===== config.mk =====
export PLATFORM = sky130hd
export DESIGN_NAME = quad_step_decoder
export DESIGN_NICKNAME = d
export VERILOG_FILES = /design/src/rtl/quad_pkg.sv /design/src/rtl/quad_glitch_filter.sv /design/src/rtl/quad_step_decoder.sv
export SDC_FILE = /design/constraint.sdc
export NUM_CORES = 1
export LEC_CHECK = 0
export CAP_MARGIN = 20
export CORE_ASPECT_RATIO = 0.6
export CORE_MARGIN = 2
export CORE_UTILIZATION = 35
export DETAILED_ROUTE_END_ITERATION = 8
export SLEW_MARGIN = 20
export SYNTH_ARGS = -nofsm -noshare
export SYNTH_HDL_FRONTEND = slang
export SYNTH_SLANG_ARGS = --single-unit

===== constraint.sdc =====
create_clock -name clk -period 2.03 [get_ports clk]
set_clock_uncertainty 0.2 [all_clocks]
set_input_delay 0.203 -clock clk [delete_from_list [all_inputs] [get_ports clk]]
set_output_delay 0.203 -clock clk [all_outputs]
set_load 0.05 [all_outputs]

===== src/rtl/quad_pkg.sv =====
// Shared types and constants for the quadrature step decoder.
// Used by quad_glitch_filter and quad_step_decoder.
package quad_pkg;

  // Decoder FSM: INIT aligns to the power-up position, RUN decodes steps.
  typedef enum logic [0:0] {
    ST_INIT = 1'b0,
    ST_RUN  = 1'b1
  } state_t;

  // {A,B} phases, listed in up-count order.
  localparam logic [1:0] PH_00 = 2'b00;
  localparam logic [1:0] PH_10 = 2'b10;
  localparam logic [1:0] PH_11 = 2'b11;
  localparam logic [1:0] PH_01 = 2'b01;

  // Direction levels, matching the counter's mode input.
  localparam logic DIR_UP = 1'b1;
  localparam logic DIR_DN = 1'b0;

  localparam int ERR_CNT_W = 8;

  // True when prev->cur is one single-bit step in the up order.
  function automatic logic is_up_step(input logic [1:0] prev, input logic [1:0] cur);
    case ({prev, cur})
      {PH_00, PH_10},
      {PH_10, PH_11},
      {PH_11, PH_01},
      {PH_01, PH_00}: return 1'b1;
      default:        return 1'b0;
    endcase
  endfunction

endpackage


===== src/rtl/quad_glitch_filter.sv =====
// One quadrature channel: synchroniser chain, persistence filter and
// a stable flag used to leave power-up alignment.
module quad_glitch_filter
  import quad_pkg::*;
#(
  parameter int SYNC_STAGES = 2,
  parameter int FILT_LEN    = 4
) (
  input  logic clk,
  input  logic reset,
  input  logic din,
  input  logic track,
  output logic filt,
  output logic stable
);

  localparam int CNT_W = $clog2(FILT_LEN + 1);
  localparam logic [CNT_W-1:0] FILT_MAX = CNT_W'(FILT_LEN);
  localparam logic [CNT_W-1:0] CNT_ZERO = CNT_W'(0);
  localparam logic [CNT_W-1:0] CNT_ONE  = CNT_W'(1);

  logic [SYNC_STAGES-1:0] sync_r;
  logic                   sync_s;
  logic [CNT_W-1:0]       cnt_r, cnt_next_s;
  logic [CNT_W-1:0]       quiet_r, quiet_next_s;
  logic                   filt_r, filt_next_s;
  logic                   stable_r;

  assign sync_s = sync_r[SYNC_STAGES-1];
  assign filt   = filt_r;
  assign stable = stable_r;

  // Shift the asynchronous input through the synchroniser chain.
  always_ff @(posedge clk or posedge reset) begin
    if (reset) begin
      sync_r <= '0;
    end else begin
      sync_r <= {sync_r[SYNC_STAGES-2:0], din};
    end
  end

  // Filter decision: follow directly while tracking, otherwise require
  // the new level to persist until the counter reaches FILT_LEN.
  always_comb begin
    cnt_next_s  = cnt_r;
    filt_next_s = filt_r;
    if (track) begin
      filt_next_s = sync_s;
      cnt_next_s  = CNT_ZERO;
    end else if (sync_s == filt_r) begin
      cnt_next_s  = CNT_ZERO;
    end else if (cnt_r == FILT_MAX) begin
      filt_next_s = sync_s;
      cnt_next_s  = CNT_ZERO;
    end else begin
      cnt_next_s  = cnt_r + CNT_ONE;
    end
  end

  // Quiet-time counter: any pending or tracked change restarts it.
  always_comb begin
    quiet_next_s = quiet_r;
    if ((cnt_next_s != CNT_ZERO) || (sync_s != filt_r)) begin
      quiet_next_s = CNT_ZERO;
    end else if (quiet_r != FILT_MAX) begin
      quiet_next_s = quiet_r + CNT_ONE;
    end else begin
      quiet_next_s = quiet_r;
    end
  end

  // Register filter state and the stable flag.
  always_ff @(posedge clk or posedge reset) begin
    if (reset) begin
      cnt_r    <= CNT_ZERO;
      quiet_r  <= CNT_ZERO;
      filt_r   <= 1'b0;
      stable_r <= 1'b0;
    end else begin
      cnt_r    <= cnt_next_s;
      quiet_r  <= quiet_next_s;
      filt_r   <= filt_next_s;
      stable_r <= (quiet_next_s == FILT_MAX);
    end
  end

endmodule


===== src/rtl/quad_step_decoder.sv =====
// Quadrature A/B front-end: produces a one-cycle step strobe, a direction
// level and an illegal-transition pulse from two asynchronous channels.
// Optional macro QUAD_ERR_CNT_EN adds a saturating illegal-transition count.
module quad_step_decoder
  import quad_pkg::*;
#(
  parameter int SYNC_STAGES = 2,
  parameter int FILT_LEN    = 4
) (
  input  logic                 clk,
  input  logic                 reset,
  input  logic                 a_in,
  input  logic                 b_in,
  output logic                 step,
  output logic                 mode,
  output logic                 err,
  output logic [1:0]           ab_state,
  output logic [ERR_CNT_W-1:0] err_cnt
);

  state_t     state_r, state_next_s;
  logic       track_s;
  logic       filt_a_s, filt_b_s, stable_a_s, stable_b_s;
  logic [1:0] ab_s, prev_ab_r, change_s;
  logic       step_r, step_next_s;
  logic       err_r, err_next_s;
  logic       mode_r, mode_next_s;

  assign track_s  = (state_r == ST_INIT);
  assign ab_s     = {filt_a_s, filt_b_s};
  assign change_s = ab_s ^ prev_ab_r;

  assign ab_state = ab_s;
  assign step     = step_r;
  assign err      = err_r;
  assign mode     = mode_r;

  quad_glitch_filter #(.SYNC_STAGES(SYNC_STAGES), .FILT_LEN(FILT_LEN)) u_filt_a (
    .clk    (clk),
    .reset  (reset),
    .din    (a_in),
    .track  (track_s),
    .filt   (filt_a_s),
    .stable (stable_a_s)
  );

  quad_glitch_filter #(.SYNC_STAGES(SYNC_STAGES), .FILT_LEN(FILT_LEN)) u_filt_b (
    .clk    (clk),
    .reset  (reset),
    .din    (b_in),
    .track  (track_s),
    .filt   (filt_b_s),
    .stable (stable_b_s)
  );

  // Next state and decoded step/err/mode from the previous vs current phase.
  always_comb begin
    state_next_s = state_r;
    step_next_s  = 1'b0;
    err_next_s   = 1'b0;
    mode_next_s  = mode_r;
    case (state_r)
      ST_INIT: begin
        if (stable_a_s && stable_b_s) begin
          state_next_s = ST_RUN;
        end else begin
          state_next_s = ST_INIT;
        end
      end
      ST_RUN: begin
        if (change_s == 2'b11) begin
          err_next_s  = 1'b1;
        end else if (change_s != 2'b00) begin
          step_next_s = 1'b1;
          mode_next_s = is_up_step(prev_ab_r, ab_s) ? DIR_UP : DIR_DN;
        end else begin
          step_next_s = 1'b0;
        end
      end
      default: begin
        state_next_s = ST_INIT;
      end
    endcase
  end

  // State, previous phase and registered outputs.
  always_ff @(posedge clk or posedge reset) begin
    if (reset) begin
      state_r   <= ST_INIT;
      prev_ab_r <= PH_00;
      step_r    <= 1'b0;
      err_r     <= 1'b0;
      mode_r    <= DIR_UP;
    end else begin
      state_r   <= state_next_s;
      prev_ab_r <= ab_s;
      step_r    <= step_next_s;
      err_r     <= err_next_s;
      mode_r    <= mode_next_s;
    end
  end

`ifdef QUAD_ERR_CNT_EN
  logic [ERR_CNT_W-1:0] err_cnt_r;

  // Count illegal transitions, saturating at all-ones.
  always_ff @(posedge clk or posedge reset) begin
    if (reset) begin
      err_cnt_r <= {ERR_CNT_W{1'b0}};
    end else if (err_next_s && (err_cnt_r != {ERR_CNT_W{1'b1}})) begin
      err_cnt_r <= err_cnt_r + {{(ERR_CNT_W-1){1'b0}}, 1'b1};
    end else begin
      err_cnt_r <= err_cnt_r;
    end
  end

  assign err_cnt = err_cnt_r;
`else
  assign err_cnt = {ERR_CNT_W{1'b0}};
`endif

endmodule


# Yosys cells after proc, flatten, opt, wreduce, memory -nomap -nowiden
# Index checks and enable logic that the tools add are counted.
# word_totals
elab_cells,78
reg_bits,26
output_inout_bits,13
input_bits,4
# op_classes
muxes,28
bitwise,2
eq_ne,19
addsub,4
reduce_logical,10
# op_table
operator,n
$mux W3,10
$mux W1,18
$add A3 B1 Y3 const B,4
$eq A3 B3 Y1 const B,4
$eq A4 B4 Y1 const B,2
$ne A3 B3 Y1 const B,2
$reduce_bool A3 Y1,2
$eq A4 B2 Y1 const B,1
$eq A4 B3 Y1 const B,1
$ne A2 B1 Y1 const B,2
$ne A2 B2 Y1 const B,2
$reduce_and A2 Y1,2
$reduce_or A4 Y1,1
$reduce_and A3 Y1,1
$eq A1 B1 Y1,2
$eq A2 B2 Y1 const B,1
$logic_or A1 B1 Y1,2
$ne A1 B1 Y1,2
$reduce_bool A2 Y1,1
$xor A2 B2 Y2,1
$logic_and A1 B1 Y1,1
$not A1 Y1,1

# Depth between registers and ports, before layout
# depth
depth_word,8
mapped_depth,6
ltp_nobuf,6

# Modules after synthesis
# A second synthesis with hierarchy kept.
# unflattened
hier_cells,117
area_unflattened_um2,1301.2
# modules_own_cells
module,seq_area_each_um2,n_inst,area_each_um2,cells_per_inst
quad_glitch_filter (u_filt_b),250.2,1,484.2,40
quad_glitch_filter (u_filt_a),250.2,1,464.2,43
quad_step_decoder,151.4,1,352.8,34

# Worst setup path after synthesis
# OpenSTA, ideal clock, no wires.
# synth_path
kind,register -> register
start,"register u_filt_b.filt_r, in the netlist u_filt_b.filt"
end,"register mode_r, in the netlist mode"
required_time_ps,1739
setup_ps,91
synth_period_minus_slack_ps,1714
arrival_ps,1423
slack_ps,316
path_buffers,0
path_stages_with_launch,6
path_cell_list,dfrtp_1 > xor2_1 > inv_1 > ha_1 > or3b_1 > o31ai_1
# synth_via
elab_chain_cells,7
word_cells_on_any_way,15
classes_between,eq/ne (5); mux (5); bitwise (2); reduce/logical (3)
# synth_rtl
item,line,text
"start, declared",quad_glitch_filter.sv:26,"logic filt_r, filt_next_s;"
"start signal, assigned",quad_glitch_filter.sv:82,filt_r <= filt_next_s;
$eq A4 B2 Y1 (tied with other cells),quad_pkg.sv:25,"case ({prev, cur})"
$reduce_or A4 Y1,quad_pkg.sv:25,
$mux W1,quad_pkg.sv:25,
$mux W1,quad_step_decoder.sv:73,end else if (change_s != 2'b00) begin
$mux W1,quad_step_decoder.sv:71,if (change_s == 2'b11) begin
$mux W1,quad_step_decoder.sv:62,case (state_r)
$mux W1,quad_step_decoder.sv:75,"mode_next_s = is_up_step(prev_ab_r, ab_s) ? DIR_UP : DIR_DN;"
"end signal, assigned",quad_step_decoder.sv:99,mode_r <= mode_next_s;
"end, declared",quad_step_decoder.sv:27,"logic mode_r, mode_next_s;"
# Several ways; a longest one is shown, not always the timed one. The select of a mux whose other input is x is not followed.
# A chain may end at the register's enable or synchronous reset.

# Worst setup path in the final report
# layout_path
start,"register step_r, in the netlist step"
end,output port step
# layout_lines
item,line,text
"start, declared",quad_step_decoder.sv:25,"logic step_r, step_next_s;"
"start signal, assigned",quad_step_decoder.sv:97,step_r <= step_next_s;
"end, declared",quad_step_decoder.sv:14,"output logic step,"
# No word-level cell between the ends.

==> run summary <==
CTS Buffer Depth: 2
FFs w/ async S/R, synth: 100%
Reg power frac: 49.4%
All-Layer GR Usage: 11.2%
DR vias: 771
Number of I/O port buffers: 8
Skew-Pair Late Insertion Delay: 0.27 ns
Post-CTS Resized: 0
Number of global-route vias before repair: 746
GR Util met1: 14.0%
Most frequent cell after synthesis: dfrtp_1
Delay-heaviest family, CP: buffers and inverters
ANT nets after route: 0
Seq/Total Area, Yosys: 51.6%
DP Area: 1360 um^2
CP Class: reg2out
Core Area: 3340 um^2
Worst path cell trace: clkdlybuf4s50_1
Overall power: 1.25 mW
Critical Path Fanout Max: 1
Count of final hold-check violations: 0
Met2 Use GR: 16.7%
Avg Vias per Cell: 4.48
Gate count of the mapped netlist: 116
Die width: 81.6 um
Critical path's largest stage delay: 0.79 ns
Initial core utilization: 37.8%
Tmin final: 1.80 ns
Post-Syn Area: 1260 um^2
Final wirelength: 1.94 mm
Placed wire-length estimate: 1.46 mm
Worst setup EP type: output pin
Clk pin slew, worst setup/hold paths: 0.09 ns
Crit start category: register
Unrepaired setup endpoints after global routing: no
Status: complete, no violations
DRT iter0 DRCs: 33
CP max stage cell: clkdlybuf4s50_1
VDD IR max: 0.394 mV
Top post-synthesis cells by area: dfrtp_1, ha_1, buf_4, inv_1, nand2_1
Worst reg2reg path depth: 5
Post-route DRC: 0
Diode count: 0
First-pass GRT wire length: 3.33 mm
Fmax: 555 MHz
Final #Nets: 142
Power per cell area: 881 nW/um^2
Top cell type by total area after synthesis: dfrtp_1
1st-pass router iterations: 4
Sw frac: 31.9%
Tcrit/Tclk final: 88.8%
Final Max Slew Viols: 0
Switch Pwr: 398 uW
Met3 GRT Util: 4.86%
Post-CTS setup buffers: 0
Synth top area share: 49.5%
Top post-synthesis cells by count: dfrtp_1, inv_1
Combinational share of power: 23.9%
Final setup violating endpoints: 0
Stages on the worst setup path: 1
Critical path data arrival time: 1.40 ns
Busiest grt layer: met2
Cts bufs inserted: 3
Yosys synthesis warning count: 0
Internal power: 850 uW
Synthesized flop and latch total: 26
Top Ports: 17
Hold Path Class: in2async
P&R area growth vs syn: 12.1%
Antenna violations before repair: 0
Routed length per instance: 11.3 um
Die ar.: 4120 um^2
CP Buf/Inv Count: 1
Die H: 50.5 um
Largest net degree at the start of global routing: 27
Post-Syn Area per Cell: 10.9 um^2
CTS HTree Levels: 1
Netlist cell types: 28
Grt total ovfl: 0
P_leak: 0.665 nW
Num rows: 16
Max-cap check violation count: 0
Design Area, Final: 1420 um^2
Cts hold-fix bufs: 0
GPL Wtd Cong: 0.825
Clk pwr share: 26.6%
Clk root buf: clkbuf_8
CTS tree: done
Share of cells above drive strength 1: 13.4%
Critical Path RT: 1.63 ns
Main synth FF type: dfrtp_1
Filler cells: 320
Setup TNS Final: 0 ns
Post-synth EDFFs: 0
Clock sinks: 26
## cell families (layout without fill, tap and decap cells)
family / after synthesis / in the layout / synth area share [%]
other: 1 / 8 / 0.297
DFF: 26 / 26 / 51.6
xor gates and xnor gates: 7 / 7 / 6.04
adders and majority gates: 10 / 10 / 9.90
AOI/OAI and AO/OA: 7 / 7 / 4.26
and+or+nand+nor: 38 / 38 / 15.1
muxes: 3 / 3 / 2.57
buffers and inverters: 24 / 28 / 10.2
## stage by stage
stage | setup slack [ns] | hold slack [ns] | cells | util (%)
detailed placement | 0.221 | 0.141 | 168 | 40.7
global route | 0.140 | 0.119 | 172 | 42.4
CTS | 0.203 | 0.0956 | 172 | 42.4
finish | 0.227 | 0.0834 | 172 | 42.4
floorplan | 0.316 | 0.0344 | 123 | -
global placement | 0.349 | 0.134 | 168 | 40.7
## area by class of cell
class	count	area, um^2	share of cell area (%)
timing repair buffer	11	95.1	6.71
clock buffer	4	55.1	3.89
sequential	26	652	46.0
multi-input combinational	73	509	36.0
inverter	13	48.8	3.45
tap	45	56.3	3.98
## layer usage
metal  share of wire, %  up-vias
met1                 48      372
met5                  0        -
met4                2.2        0
met2                 45       18
met3                5.0        6
li1                   -      375
## power by group through the flow
stage	clock, mW	combinational (mW)	sequential [mW]
final	0.332	0.298	0.617
after global routing	0.363	0.331	0.627
after detailed placement	0	0.300	0.627
after global placement	0	0.281	0.624
after CTS	0.347	0.301	0.617
after floorplan	0	0.224	0.640
## cell usage in the layout (no fill, tap or decap)
master / Yosys / final
a2111oi_2: 1 / 1
a21o_1: 1 / 1
a21oi_1: 3 / 3
a311oi_1: 1 / 1
and2_1: 2 / 2
and3_1: 2 / 2
buf_4: 10 / 6
clkbuf_8: 0 / 4
clkdlybuf4s50_1: 0 / 5
conb_1: 1 / 8
dfrtp_1: 25 / 25
dfstp_2: 1 / 1
ha_1: 10 / 10
inv_1: 13 / 13
mux2_2: 2 / 2
mux2i_1: 1 / 1
nand2_1: 10 / 10
nand2_2: 1 / 1
nand3_1: 3 / 3
nand3b_1: 2 / 2
nor2_1: 10 / 10
nor3_1: 2 / 2
nor3b_1: 4 / 4
o31ai_1: 1 / 1
or3_1: 1 / 1
or3b_1: 1 / 1
xnor2_1: 2 / 2
xor2_1: 3 / 3
xor2_2: 2 / 2
## flip-flops by register name (all words and copies together) (netlist names)
signal / flops
u_filt_a.stable: 1
u_filt_a.cnt_r: 3
u_filt_a.filt: 1
u_filt_a.sync_r: 2
u_filt_b.cnt_r: 3
u_filt_b.sync_r: 2
u_filt_b.stable: 1
step: 1
u_filt_a.quiet_r: 3
u_filt_b.filt: 1
u_filt_b.quiet_r: 3
state_r: 1
err: 1
mode: 1
prev_ab_r: 2
## final timing paths
path | from | end | slack (ns)
max | step | step | 0.23
min in group clk | u_filt_b.sync_r[0] | u_filt_b.sync_r[1] | 0.16
max in group asynchronous | reset | mode | 1.26
max reg2reg | u_filt_b.quiet_r[0] | u_filt_b.stable | 0.24
min | reset | state_r | 0.08
min reg2reg | u_filt_b.sync_r[0] | u_filt_b.sync_r[1] | 0.16
(Power assumes the default switching activity.)
